`config.mk`:
```
export PLATFORM = sky130hd
export DESIGN_NAME = ps2_rx_fifo_flat
export DESIGN_NICKNAME = d
export VERILOG_FILES = /design/src/rtl/ps2_rx_fifo_if.sv /design/src/rtl/ps2_rx_fifo.sv /design/src/flat_wrapper.sv
export SDC_FILE = /design/constraint.sdc
export NUM_CORES = 1
export LEC_CHECK = 0
export CAP_MARGIN = 15
export CORE_MARGIN = 2
export CORE_UTILIZATION = 53
export CTS_CLUSTER_DIAMETER = 100
export CTS_CLUSTER_SIZE = 14
export DETAILED_ROUTE_END_ITERATION = 8
export PLACE_DENSITY = 0.81
export SYNTH_ARGS = -nofsm -noshare
export SYNTH_HDL_FRONTEND = slang
export SYNTH_SLANG_ARGS = --single-unit
```
`constraint.sdc`:
```
create_clock -name clk -period 3.2 [get_ports clk]
set_input_delay 0.8 -clock clk [delete_from_list [all_inputs] [get_ports clk]]
set_output_delay 0.8 -clock clk [all_outputs]
set_load 0.02 [all_outputs]
```
`src/rtl/ps2_rx_fifo_if.sv`:
```
// Consumer-side bundle of the PS/2 receiver FIFO: read handshake, occupancy and status pulses.
// master = byte consumer, slave = receiver FIFO.
interface ps2_rx_fifo_if #(
   parameter int FIFO_DEPTH = 8
);
   localparam int CW = $clog2(FIFO_DEPTH) + 1;

   logic          rd_en;
   logic [7:0]    rd_data;
   logic          empty;
   logic          full;
   logic [CW-1:0] count;
   logic          busy;
   logic          parity_err;
   logic          frame_err;
   logic          overflow;
   logic          timeout_err;

   modport master (
      output rd_en,
      input  rd_data, empty, full, count, busy,
      input  parity_err, frame_err, overflow, timeout_err
   );

   modport slave (
      input  rd_en,
      output rd_data, empty, full, count, busy,
      output parity_err, frame_err, overflow, timeout_err
   );
endinterface

```
`src/rtl/ps2_rx_fifo.sv`:
```
// PS/2 device-to-host receiver: synchroniser, clock glitch filter, frame FSM and show-ahead byte FIFO.
// Optional partial-frame watchdog enabled by defining PS2_RX_TIMEOUT_EN.
module ps2_rx_fifo #(
   parameter int SYNC_STAGES    = 2,
   parameter int FILTER_LEN     = 4,
   parameter int FIFO_DEPTH     = 8,
   parameter int TIMEOUT_CYCLES = 50000
) (
   input  logic           clk,
   input  logic           rst,
   input  logic           ps2_clk,
   input  logic           ps2_data,
   ps2_rx_fifo_if.slave   bus
);
   localparam int AW  = $clog2(FIFO_DEPTH);
   localparam int CW  = AW + 1;
   localparam int FCW = $clog2(FILTER_LEN + 1);

   typedef enum logic [1:0] {
      IDLE   = 2'd0,
      DATA   = 2'd1,
      PARITY = 2'd2,
      STOP   = 2'd3
   } state_t;

   function automatic logic odd_parity_ok(input logic [7:0] data, input logic par);
      return ^{data, par};
   endfunction

   logic [SYNC_STAGES-1:0] clk_sync_r;
   logic [SYNC_STAGES-1:0] data_sync_r;
   logic                   clk_s;
   logic                   data_s;
   logic [FCW-1:0]         filt_cnt_r;
   logic                   filt_r;
   logic                   filt_prev_r;
   logic                   fall_s;

   state_t                 state_r, state_n;
   logic [2:0]             bit_cnt_r, bit_cnt_n;
   logic [7:0]             shift_r, shift_n;
   logic                   par_r, par_n;
   logic                   wr_req_s, perr_s, ferr_s, tout_s, tout_hit_s;
   logic                   wr_req_r, parity_err_r, frame_err_r, timeout_err_r, busy_r;

   logic [7:0]             mem_r [FIFO_DEPTH];
   logic [AW-1:0]          wr_ptr_r, rd_ptr_r, rd_ptr_n_s;
   logic [CW-1:0]          count_r, count_n_s;
   logic                   empty_r, full_r, overflow_r;
   logic [7:0]             rd_data_r, head_n_s;
   logic                   do_push_s, do_pop_s, ovf_s;

   assign clk_s  = clk_sync_r[SYNC_STAGES-1];
   assign data_s = data_sync_r[SYNC_STAGES-1];
   assign fall_s = filt_prev_r & ~filt_r;

   // Pin synchronisers, preset high to match an idle bus.
   always_ff @(posedge clk) begin
      if (rst) begin
         clk_sync_r  <= {SYNC_STAGES{1'b1}};
         data_sync_r <= {SYNC_STAGES{1'b1}};
      end else begin
         clk_sync_r  <= {clk_sync_r[SYNC_STAGES-2:0], ps2_clk};
         data_sync_r <= {data_sync_r[SYNC_STAGES-2:0], ps2_data};
      end
   end

   // Glitch filter: follow the clock only after FILTER_LEN consecutive differing samples.
   always_ff @(posedge clk) begin
      if (rst) begin
         filt_cnt_r  <= {FCW{1'b0}};
         filt_r      <= 1'b1;
         filt_prev_r <= 1'b1;
      end else begin
         filt_prev_r <= filt_r;
         if (clk_s == filt_r) begin
            filt_cnt_r <= {FCW{1'b0}};
         end else if (filt_cnt_r == FCW'(FILTER_LEN - 1)) begin
            filt_r     <= clk_s;
            filt_cnt_r <= {FCW{1'b0}};
         end else begin
            filt_cnt_r <= filt_cnt_r + FCW'(1'b1);
         end
      end
   end

`ifdef PS2_RX_TIMEOUT_EN
   localparam int WCW = $clog2(TIMEOUT_CYCLES + 1);
   logic [WCW-1:0] wdog_r;

   assign tout_hit_s = (state_r != IDLE) && !fall_s && (wdog_r == WCW'(TIMEOUT_CYCLES - 1));

   // Watchdog: counts idle-bus cycles inside a frame, restarted by every filtered falling edge.
   always_ff @(posedge clk) begin
      if (rst) begin
         wdog_r <= {WCW{1'b0}};
      end else if ((state_r == IDLE) || fall_s || tout_hit_s) begin
         wdog_r <= {WCW{1'b0}};
      end else begin
         wdog_r <= wdog_r + WCW'(1'b1);
      end
   end
`else
   assign tout_hit_s = 1'b0 && (TIMEOUT_CYCLES != 0);
`endif

   // Frame FSM state and registered status pulses.
   always_ff @(posedge clk) begin
      if (rst) begin
         state_r       <= IDLE;
         bit_cnt_r     <= 3'd0;
         shift_r       <= 8'd0;
         par_r         <= 1'b0;
         wr_req_r      <= 1'b0;
         parity_err_r  <= 1'b0;
         frame_err_r   <= 1'b0;
         timeout_err_r <= 1'b0;
         busy_r        <= 1'b0;
      end else begin
         state_r       <= state_n;
         bit_cnt_r     <= bit_cnt_n;
         shift_r       <= shift_n;
         par_r         <= par_n;
         wr_req_r      <= wr_req_s;
         parity_err_r  <= perr_s;
         frame_err_r   <= ferr_s;
         timeout_err_r <= tout_s;
         busy_r        <= (state_n != IDLE);
      end
   end

   // Next-state logic: one step per filtered falling edge, watchdog abort overrides.
   always_comb begin
      state_n   = state_r;
      bit_cnt_n = bit_cnt_r;
      shift_n   = shift_r;
      par_n     = par_r;
      wr_req_s  = 1'b0;
      perr_s    = 1'b0;
      ferr_s    = 1'b0;
      tout_s    = 1'b0;
      case (state_r)
         IDLE: begin
            if (fall_s && (data_s == 1'b0)) begin
               state_n   = DATA;
               bit_cnt_n = 3'd0;
            end else if (fall_s) begin
               ferr_s = 1'b1;
            end else begin
               state_n = IDLE;
            end
         end
         DATA: begin
            if (fall_s) begin
               shift_n = {data_s, shift_r[7:1]};
               if (bit_cnt_r == 3'd7) begin
                  state_n = PARITY;
               end else begin
                  bit_cnt_n = bit_cnt_r + 3'd1;
               end
            end else begin
               state_n = DATA;
            end
         end
         PARITY: begin
            if (fall_s) begin
               par_n   = data_s;
               state_n = STOP;
            end else begin
               state_n = PARITY;
            end
         end
         STOP: begin
            if (fall_s) begin
               state_n  = IDLE;
               wr_req_s = data_s & odd_parity_ok(shift_r, par_r);
               perr_s   = ~odd_parity_ok(shift_r, par_r);
               ferr_s   = ~data_s;
            end else begin
               state_n = STOP;
            end
         end
         default: begin
            state_n = IDLE;
         end
      endcase
      if (tout_hit_s) begin
         state_n = IDLE;
         tout_s  = 1'b1;
      end else begin
         tout_s  = 1'b0;
      end
   end

   // A push while full only succeeds when the same cycle frees a slot.
   assign do_pop_s   = bus.rd_en & ~empty_r;
   assign do_push_s  = wr_req_r & (~full_r | do_pop_s);
   assign ovf_s      = wr_req_r & full_r & ~bus.rd_en;
   assign rd_ptr_n_s = do_pop_s ? (rd_ptr_r + AW'(1'b1)) : rd_ptr_r;
   assign count_n_s  = count_r + CW'(do_push_s) - CW'(do_pop_s);
   assign head_n_s   = (do_push_s && (rd_ptr_n_s == wr_ptr_r)) ? shift_r : mem_r[rd_ptr_n_s];

   // Byte storage, intentionally not reset; validity is tracked by the pointers.
   always_ff @(posedge clk) begin
      if (do_push_s) begin
         mem_r[wr_ptr_r] <= shift_r;
      end else begin
         mem_r[wr_ptr_r] <= mem_r[wr_ptr_r];
      end
   end

   // FIFO pointers, occupancy flags and the registered head byte.
   always_ff @(posedge clk) begin
      if (rst) begin
         wr_ptr_r   <= {AW{1'b0}};
         rd_ptr_r   <= {AW{1'b0}};
         count_r    <= {CW{1'b0}};
         empty_r    <= 1'b1;
         full_r     <= 1'b0;
         overflow_r <= 1'b0;
         rd_data_r  <= 8'd0;
      end else begin
         wr_ptr_r   <= do_push_s ? (wr_ptr_r + AW'(1'b1)) : wr_ptr_r;
         rd_ptr_r   <= rd_ptr_n_s;
         count_r    <= count_n_s;
         empty_r    <= (count_n_s == {CW{1'b0}});
         full_r     <= (count_n_s == CW'(FIFO_DEPTH));
         overflow_r <= ovf_s;
         rd_data_r  <= head_n_s;
      end
   end

   assign bus.rd_data     = rd_data_r;
   assign bus.empty       = empty_r;
   assign bus.full        = full_r;
   assign bus.count       = count_r;
   assign bus.busy        = busy_r;
   assign bus.parity_err  = parity_err_r;
   assign bus.frame_err   = frame_err_r;
   assign bus.overflow    = overflow_r;
   assign bus.timeout_err = timeout_err_r;
endmodule

```
`src/flat_wrapper.sv`:
```
// flat-port wrapper written by rule: the top's interface ports become plain ports
module ps2_rx_fifo_flat 
#(
   parameter int SYNC_STAGES    = 2,
   parameter int FILTER_LEN     = 4,
   parameter int FIFO_DEPTH     = 8,
   parameter int TIMEOUT_CYCLES = 50000
)
  (clk, rst, ps2_clk, ps2_data, bus_rd_en, bus_rd_data, bus_empty, bus_full, bus_count, bus_busy, bus_parity_err, bus_frame_err, bus_overflow, bus_timeout_err);
  ps2_rx_fifo_if #(.FIFO_DEPTH(FIFO_DEPTH)) bus_i ();
  input  logic clk;
  input  logic rst;
  input  logic ps2_clk;
  input  logic ps2_data;
  input wire logic [$bits(bus_i.rd_en)-1:0] bus_rd_en;
  output wire logic [$bits(bus_i.rd_data)-1:0] bus_rd_data;
  output wire logic [$bits(bus_i.empty)-1:0] bus_empty;
  output wire logic [$bits(bus_i.full)-1:0] bus_full;
  output wire logic [$bits(bus_i.count)-1:0] bus_count;
  output wire logic [$bits(bus_i.busy)-1:0] bus_busy;
  output wire logic [$bits(bus_i.parity_err)-1:0] bus_parity_err;
  output wire logic [$bits(bus_i.frame_err)-1:0] bus_frame_err;
  output wire logic [$bits(bus_i.overflow)-1:0] bus_overflow;
  output wire logic [$bits(bus_i.timeout_err)-1:0] bus_timeout_err;
  assign bus_i.rd_en = bus_rd_en;
  assign bus_rd_data = bus_i.rd_data;
  assign bus_empty = bus_i.empty;
  assign bus_full = bus_i.full;
  assign bus_count = bus_i.count;
  assign bus_busy = bus_i.busy;
  assign bus_parity_err = bus_i.parity_err;
  assign bus_frame_err = bus_i.frame_err;
  assign bus_overflow = bus_i.overflow;
  assign bus_timeout_err = bus_i.timeout_err;
  ps2_rx_fifo #(.SYNC_STAGES(SYNC_STAGES), .FILTER_LEN(FILTER_LEN), .FIFO_DEPTH(FIFO_DEPTH), .TIMEOUT_CYCLES(TIMEOUT_CYCLES)) u_core (.clk(clk), .rst(rst), .ps2_clk(ps2_clk), .ps2_data(ps2_data), .bus(bus_i));
endmodule
```
==> run metrics, run 1 <==
boundary pin count=24; GRT Overall Usage=21.36%; Worst Path Arrival=~3.1 ns; Clock H-tree levels=3; non-filler instance count after layout=about 640; DRC viols=0; Avg WL per Cell=16.90 um; Max Freq=about 360 MHz; post-synthesis cell count=477; worst endpoint required time=roughly 3.5 ns; mapped cell area=just over 5000 um^2; Reg clk slew, reported paths=around 0.09 ns; root cell of the clock tree=clkbuf_8; pins over their slew limit=0; synth unique cells=47; CTS Sinks=around 110; area of the multi-input gates=between 2000 and 2500 um^2; Max Cap Viol=0; Net Count, Synth=about 500; worst skew pair latency=0.37 ns; fin crit share=87.33%; status=finished, final reports clean; CTS tree=done; CP startpoint kind=input port; Post-synth EDFFs=64; design area=between 5000 and 6000 um^2; Slew @ Worst Pin=roughly 0.97 ns; site row count=36; Post-Route WL=approximately 11000 um; Power per Cell Area=~640 nW/um^2; Antenna diodes=0; hpwl dp=7222 um; worst rel slew slack=a little over a third; router iterations before antenna repair=5; TNS Setup=0 ns; synth warn=0; Final Net Count=518; Remaining Overflow, GRT=0; Starting Density=~54%; final core area utilization=59.61%; setup violators final=0; CTS hold repair buffers=0; Total Power=3650 uW; placed cells=slightly above 600; global-route wire length before repair=17340 um; final clock skew=approximately 0.013 ns; die height=just over 100 um; DR iter-0 viols=roughly 350; routed via count=approximately 3800; Syn Area/Cell=10.88 um^2; reg2reg setup slack=roughly 0.89 ns; Die ar.=approximately 11000 um^2; worst min-delay path class=flop to flop; RSZ-0062 raised after global routing=no; sequential share of the synthesized area=55.54%; vias in the first global route=3600; clk buf depth=2; layout cells sized above 1=under 10%; Via density=between 5 and 6; synthesis-stage register bit count=approximately 110; ANT nets after route=0; ys async rst share=0%; Inserted Clock Buffers=9; Period minus WS final=approximately 2.8 ns; Peak VDD IR=roughly 320 uV; Post-DP Area=around 5600 um^2; die width=103.0 um; Filler Cells Inserted=approximately 800; largest net degree at the start of global routing=38; ys flop type=edfxtp_1; post-CTS resize count=0; initial antenna violation count=0; Sequential cell area=between 2000 and 3000 um^2; crit-path max FO=16; Setup crit end kind=flop; final hold violations=0; PortBufs=22; WS Path Type=input port to flop; Core Box Area=9639 um^2; # Post-CTS Setup Buffers=0; leak pwr=between 0.0015 and 0.002 uW; Placer Congestion=0.8453; Layout area overhead=10.70%
-- where the power goes --
part           internal (uW)  leakage, uW  switching (uW)
registers               1590     0.000985            87.6
logic                    482     0.000884             696
clock network            356    0.0000861             441
total                   2420      0.00196            1230
-- cells in the final DEF, fill, tap and decap left out, types with 2 or more instances in the layout --
cell / instances
edfxtp_1: 64
dfxtp_1: 47
nand3_1: 45
nand2_1: 33
nand2b_1: 24
clkdlybuf4s50_1: 22
nor2_1: 21
buf_4: 21
nor3_1: 19
nor2b_1: 19
a21oi_1: 16
a211oi_1: 16
a22oi_1: 16
nand4_1: 16
xnor2_1: 15
ha_1: 15
inv_1: 12
o311ai_0: 9
clkbuf_8: 9
a32o_1: 8
o311ai_1: 7
xor2_1: 6
or2_2: 6
mux2i_1: 4
clkinv_1: 3
o21ai_0: 2
o21a_1: 2
and3_1: 2
clkbuf_1: 2
-- worst max-delay path, cell delays in order --
cell             delay, ns
clkdlybuf4s50_1       0.48
nand2b_1              0.11
buf_4                 0.23
a21boi_2              0.19
ha_1                  0.20
inv_1                 0.06
fa_1                  0.38
xor2_1                0.28
and3b_1               0.25
and3_1                0.16
-- sequential cells by signal (all words and copies together), names as in the netlist --
name	count
u_core.bit_cnt_r	3
u_core.shift_r	8
u_core.par_r	1
u_core.bus.busy	1
u_core.state_r	2
u_core.wr_req_r	1
u_core.bus.frame_err	1
u_core.data_sync_r	2
u_core.bus.rd_data	8
u_core.bus.overflow	1
u_core.clk_sync_r	2
u_core.rd_ptr_r	3
u_core.bus.full	1
u_core.bus.parity_err	1
u_core.bus.empty	1
u_core.bus.count	4
u_core.mem_r	64
u_core.filt_r	1
u_core.wr_ptr_r	3
u_core.filt_prev_r	1
u_core.filt_cnt_r	3
-- path summary, 6_finish.rpt --
| check | startpoint | to | depth (start not counted) |
|---|---|---|---|
| worst min-delay path | u_core.data_sync_r[0] | u_core.data_sync_r[1] | 1 |
| worst min register to register | u_core.data_sync_r[0] | u_core.data_sync_r[1] | 1 |
| worst max register to register | u_core.rd_ptr_r[0] | u_core.bus.rd_data[1] | 6 |
| worst max-delay path | bus_rd_en | u_core.bus.full | 10 |
-- through the flow --
step / setup slack [ns] / hold WS (ns)
finish: 0.4053 / 0.4196
global route: 0.2853 / 0.4269
CTS: 0.4459 / 0.4195
detailed placement: 0.1247 / 0.3973
global placement: 0.1939 / 0.3942
floorplan: 0.4725 / 0.3895
-- kinds of logic (layout without fill, tap and decap cells) --
family / Yosys count / in the layout / share of synthesized area, %
other: 1 / 1 / 0.07225
and+or+nand+nor: 193 / 193 / 19.60
xor gates and xnor gates: 22 / 22 / 3.857
AOI/OAI and AO/OA: 82 / 82 / 11.89
buffers and inverters: 47 / 72 / 4.267
DFF: 112 / 112 / 55.54
muxes: 4 / 4 / 0.7715
adders and majority gates: 16 / 16 / 4.002
-- synthesized netlist by cell type, types with 19 or more instances --
cell | number | area, um^2
nor2_1 | 21 | 78.83
edfxtp_1 | 64 | 1922
nor3_1 | 19 | 95.09
nand2b_1 | 24 | 150.1
nor2b_1 | 19 | 118.9
nand2_1 | 33 | 123.9
clkbuf_1 | 19 | 71.32
nand3_1 | 45 | 225.2
dfxtp_1 | 48 | 960.9
-- cell type report --
type                    instances  area share [%]
inverters                      13          0.8929
well taps                     133           2.896
multi-input cells             318           36.30
repair buffers                 43           6.577
clock inverters                 5          0.8493
flip-flops and latches        112           50.20
clock buffers                  11           2.287
-- layer usage --
metal / vias up / wire length, um / track usage, %
met1: 1825 / 4510 / 27.10
met2: 140 / 5388 / 35.11
li1: 1795 / - / -
met4: 0 / 234 / 9.717
met3: 18 / 601 / 4.678
met5: - / 0 / 0
No activity file was read; power rests on OpenSTA's default activity.
==> run 2: changes to the inputs <==
==> constraint.sdc (replaced) <==
create_clock -name clk -period 2.9 [get_ports clk]
set_input_delay 0.725 -clock clk [delete_from_list [all_inputs] [get_ports clk]]
set_output_delay 0.725 -clock clk [all_outputs]
set_load 0.02 [all_outputs]
==> run 2 against run 1 <==
Compared with the run above:
- via count rose by 0.40%
- first-iteration DRC count decreased by 17%
- largest power group unchanged
- largest cell class unchanged
- sequential share of layout area down 0.29 points
- flip-flop and latch count did not move
- clock-buffer cell count is the same
- total power increased by 10%
==> run metrics, run 2 (synthesis gave the netlist of run 1 again) <==
largest net degree at the start of global routing=42 (was 38); CTS hold repair buffers=0 (unchanged); Setup crit end kind=flop (unchanged); Antenna diodes=0 (unchanged); leak pwr=0.001981 uW (was 0.001955 uW); initial antenna violation count=0 (unchanged); routed via count=3793 (was 3778); final clock skew=0.01183 ns (was 0.01315 ns); hpwl dp=7188 um (was 7222 um); CTS tree=done (unchanged); post-CTS resize count=0 (unchanged); Max Used Layer=met4 (unchanged); Max Freq=around 370 MHz; worst min-delay path class=flop to flop (unchanged); worst rel slew slack=34.94% (was 35.23%); ANT nets after route=0 (unchanged); DRC viols=0 (unchanged); die width=103.0 um (unchanged); clk buf depth=2 (unchanged); Layout area overhead=11.35% (was 10.70%); worst skew pair latency=0.38 ns (was 0.37 ns); Sequential cell area=2884 um^2 (unchanged); # Post-CTS Setup Buffers=0 (unchanged); Via density=5.945 (was 5.950); fin crit share=between 90 and 100%; Avg WL per Cell=16.69 um (was 16.90 um); Placer Congestion=0.7951 (was 0.8453); Core Box Area=9639 um^2 (unchanged); status=finished, final reports clean (unchanged); site row count=36 (unchanged); Max Cap Viol=0 (unchanged); CP startpoint kind=input port (unchanged); die height=103.0 um (unchanged); setup violators final=0 (unchanged); layout cells sized above 1=10.30% (was 8.765%); router iterations before antenna repair=6 (was 5); Period minus WS final=~2.7 ns; Remaining Overflow, GRT=0 (unchanged); Reg clk slew, reported paths=0.09 ns (about the same); Peak VDD IR=359.3 uV (was 320.7 uV); pins over their slew limit=0 (unchanged); worst endpoint required time=3.22 ns (was 3.52 ns); GRT Overall Usage=21.39% (was 21.36%); RSZ-0062 raised after global routing=no (unchanged); Clock H-tree levels=3 (unchanged); Inserted Clock Buffers=9 (unchanged); most common cell after layout, fill and taps aside=edfxtp_1 (unchanged); vias in the first global route=3628 (was 3600); Worst Path Arrival=3.00 ns (was 3.11 ns); Post-DP Area=5588 um^2 (was 5565 um^2); boundary pin count=24 (unchanged); design area=5779 um^2 (was 5746 um^2); DR iter-0 viols=292 (was 353); Die ar.=10600 um^2 (unchanged); Starting Density=53.84% (unchanged); metal3 WL=644 um (was 601 um); WL met2=5404 um (was 5388 um); Slew @ Worst Pin=0.9711 ns (was 0.9668 ns); area of the multi-input gates=2086 um^2 (unchanged); Post-Route WL=10650 um (was 10730 um); PortBufs=22 (unchanged); Filler Cells Inserted=764 (was 799); WS Path Type=input port to flop (unchanged); global-route wire length before repair=17370 um (was 17340 um); max reg flops=64 (unchanged); dpl ws=-0.05320 ns (was 0.1247 ns); crit-path max FO=17 (was 16); most frequent cells in the layout=edfxtp_1 (64), dfxtp_1 (47), nand3_1 (45), nand2_1 (33) (was edfxtp_1 (64), dfxtp_1 (47), nand3_1 (45), nand2_1 (33), nand2b_1 (24)); Top reg by flops=u_core.mem_r (unchanged); Power per Cell Area=697.2 nW/um^2 (was 635.3 nW/um^2); met1 WL=4405 um (was 4510 um); Worst Slack Setup Final=0.2167 ns (was 0.4053 ns); root cell of the clock tree=clkbuf_8 (unchanged); final hold violations=0 (unchanged); CTS Sinks=112 (unchanged); Final Net Count=521 (was 518)
-- run 2: cell types whose count changed in the layout (fill, tap and decap cells not counted) --
cell,previous run,this run
bufinv_16,1,0
clkbuf_8,9,11
clkbuf_1,2,0
buf_4,21,24
clkinv_1,3,0
inv_4,1,2
clkinv_4,0,3
-- run 2: worst max-delay path, stage by stage --
cell	delay, ns
clkdlybuf4s50_1	0.42
nand2b_1	0.14
inv_4	0.06
xnor2_2	0.74
a22oi_1	0.25
o311ai_0	0.45
a32o_1	0.22
-- run 2: worst paths after layout --
path	startpoint	to	slack, ns	cells past startpoint
setup reg to reg	u_core.rd_ptr_r[0]	u_core.bus.rd_data[7]	0.60	4
hold / removal	u_core.clk_sync_r[0]	u_core.clk_sync_r[1]	0.42	1
hold reg to reg	u_core.clk_sync_r[0]	u_core.clk_sync_r[1]	0.42	1
setup / recovery	bus_rd_en	u_core.bus.rd_data[7]	0.22	7
-- run 2: where the power goes --
group	switching, uW	internal (uW)	total, uW	leakage [uW]
Sequential	89.4	1750	1840	0.000985
Combinational	771	538	1310	0.000900
Clock	515	365	880	0.0000961
Total	1380	2650	4030	0.00198
-- run 2: metrics by stage --
stage / setup TNS [ns] / std cells / hold slack [ns] / power, uW / util [%]
global placement: -0.09388 / 622 / 0.3961 / 3117 / 57.97
CTS: 0 / 638 / 0.4222 / 4034 / 59.96
detailed placement: -0.2447 / 622 / 0.3983 / 3163 / 57.97
finish: 0 / 638 / 0.4178 / 4029 / 59.96
global route: 0 / 638 / 0.4292 / 4233 / 59.96
floorplan: 0 / 477 / 0.3895 / 2793 / -
-- run 2: area by class of cell --
| class | instances | area share, % |
|---|---|---|
| timing repair buffer | 46 | 6.928 |
| clock buffer | 11 | 2.620 |
| sequential | 112 | 49.90 |
| multi-input combinational | 318 | 36.09 |
| tap | 133 | 2.879 |
| clock inverter | 5 | 0.6928 |
| inverter | 13 | 0.8876 |
-- run 2: per-layer routing --
metal  global-route usage, %  vias to the layer above
li1                        -                     1807
met1                   27.14                     1831
met2                   35.76                      136
met3                   4.542                       19
met4                   8.704                        0
met5                       0                        -
==> run 3: changes to the inputs <==
--- a/config.mk
+++ b/config.mk
@@ -5,6 +5,7 @@
 export SDC_FILE = /design/constraint.sdc
 export NUM_CORES = 1
 export LEC_CHECK = 0
+export ABC_CLOCK_PERIOD_IN_PS = 2900
 export CAP_MARGIN = 15
 export CORE_MARGIN = 2
 export CORE_UTILIZATION = 53
==> results of run 3 <==
The final DEF is identical to that of run 2; final timing and power are the same.
==> patch (flow settings as in run 2) <==
`SYNC_STAGES` is set to 2 in 2 places; all go to 4.
--- a/src/rtl/ps2_rx_fifo.sv
+++ b/src/rtl/ps2_rx_fifo.sv
@@ -3,3 +3,3 @@
 module ps2_rx_fifo #(
-   parameter int SYNC_STAGES    = 2,
+   parameter int SYNC_STAGES    = 4,
    parameter int FILTER_LEN     = 4,
--- a/src/flat_wrapper.sv
+++ b/src/flat_wrapper.sv
@@ -3,3 +3,3 @@
 #(
-   parameter int SYNC_STAGES    = 2,
+   parameter int SYNC_STAGES    = 4,
    parameter int FILTER_LEN     = 4,
Behaviour: not the same (a bounded check fails within 10 cycles, from zero or initial values and one cycle with rst high).
==> patch against run 2 <==
  * Wire length increased by 6.0%
  * First-iteration DRC count is 7.5% lower
  * Hold slack lost 0.0094 ns
  * Worst setup slack improved by 0.22 ns
  * Clock skew is 0.0035 ns lower
  * Sequential cell count grew 4
  * Area after synthesis grew 2.3%
  * Final area rose by 9.3%
  * Power is 30% higher
  * Count of clock-buffer cells in the layout grew 10
  * Critical path type unchanged
  * Largest cell class unchanged
  * Highest routed layer unchanged
==> patch: results (changes against run 2) <==
Parameter                              Value

Outcome
  Outcome ... completed (unchanged)

Cells and area
  Number of non-filler instances in the completed layout ... 666 (was 638)
  Layout cell share with drive strength beyond 1 ... 0.1426 (was 0.1030)

Clock tree
  CTS clk-pin slew, worst paths ... 0.06 ns (was 0.09 ns)
  TritonCTS buffer count ... 17 (was 9)
  CTS HTree Levels ... 4 (was 3)

Detailed routing
  Number of search-and-repair iterations in the first detailed-routing pass ... 5 (was 6)
  DRT iter0 DRCs ... 270 (was 292)
  Number of vias per cell after detailed routing ... 5.935 (was 5.945)

Global route
  Wire length of the first global-routing pass ... 18870 um (was 17370 um)
  Global-route usage over all layers ... 0.2199 (was 0.2139)
  Maximum number of pins on one net before global-route repair ... 36 (was 42)

Place
  Final weighted congestion in routability-driven placement ... 0.8341 (was 0.7951)
  Number of placed instances with taps included ... 634 (was 622)
  Placed cell areas ... 5728 um2 (was 5588 um2)

Synthesis
  Cell types with the highest counts after synthesis ... sky130_fd_sc_hd__edfxtp_1, sky130_fd_sc_hd__dfxtp_1, sky130_fd_sc_hd__nand3_1 (unchanged)
  Post-synthesis average cell area ... 10.88 um2 (about the same)
  Distinct cell type count of the synthesized netlist ... 46 (was 47)
  Syn_nets ... 509 (was 498)
  Sequential element share of the synthesized area ... 0.5578 (was 0.5554)

Critical path
  Critical Path Max Stage Delay ... 0.48 ns (was 0.74 ns)
  Critical-path maximum fanout ... 9 (was 17)
  Data arrival, critical path ... 2.91 ns (was 3.00 ns)

Power and ir drop
  Standby leakage power ... 2.242 nW (was 1.981 nW)
  Worst ir drop on vdd ... 0.4158 mV (was 0.3593 mV)

STA
  Post-route clock skew ... 0.008309 ns (was 0.01183 ns)
  Worst slew pin tran ... 0.9712 ns (was 0.9711 ns)
-- patch: cell count changes after synthesis, moves of 4 or more --
cell,delta
sky130_fd_sc_hd__o311ai_0,-8
sky130_fd_sc_hd__o311ai_1,+8
sky130_fd_sc_hd__dfxtp_1,+4
sky130_fd_sc_hd__nand2_1,+4
sky130_fd_sc_hd__nor2_1,-4
sky130_fd_sc_hd__or2_2,+4
-- patch: worst paths after layout --
check	from	to	slack, ns	cells after the start
max	bus_rd_en	u_core.bus.rd_data[6]	0.44	9
min	u_core.clk_sync_r[2]	u_core.clk_sync_r[3]	0.41	1
max reg2reg	u_core.rd_ptr_r[0]	u_core.bus.rd_data[6]	0.67	6
min reg2reg	u_core.clk_sync_r[2]	u_core.clk_sync_r[3]	0.41	1
-- patch: per-layer routing --
layer / track usage / wire length, um / vias to the layer above
met5: 0 / 0 / -
met4: 0.09749 / 233 / 0
met3: 0.05138 / 750 / 25
met2: 0.3773 / 5737 / 157
met1: 0.2642 / 4565 / 1906
li1: - / - / 1865
-- patch: power by group --
group / switching (mW) / internal (mW)
clock: 0.744 / 1.24
sequential: 0.0751 / 1.81
combinational: 0.802 / 0.581
-- patch: kinds of logic (layout without fill, tap and decap cells) --
kind of cell / Yosys count / after routing / share of synthesized area
flops: 116 / 116 / 0.5578
mux: 3 / 3 / 0.005654
compound gates: 82 / 82 / 0.1166
buf+inv: 49 / 94 / 0.04170
fa+ha+maj: 16 / 16 / 0.03910
xor+xnor: 22 / 22 / 0.03910
other cells: 1 / 1 / 0.0007060
simple gates: 199 / 199 / 0.1993
-- patch: final cells by class --
class / instances / area [um2]
clock buffer: 21 / 503.0
clock inverter: 11 / 85.08
fill: 745 / 3413
inverter: 14 / 55.05
multi-input combinational: 323 / 2127
sequential: 116 / 2964
tap: 133 / 166.4
timing repair buffer: 48 / 415.4
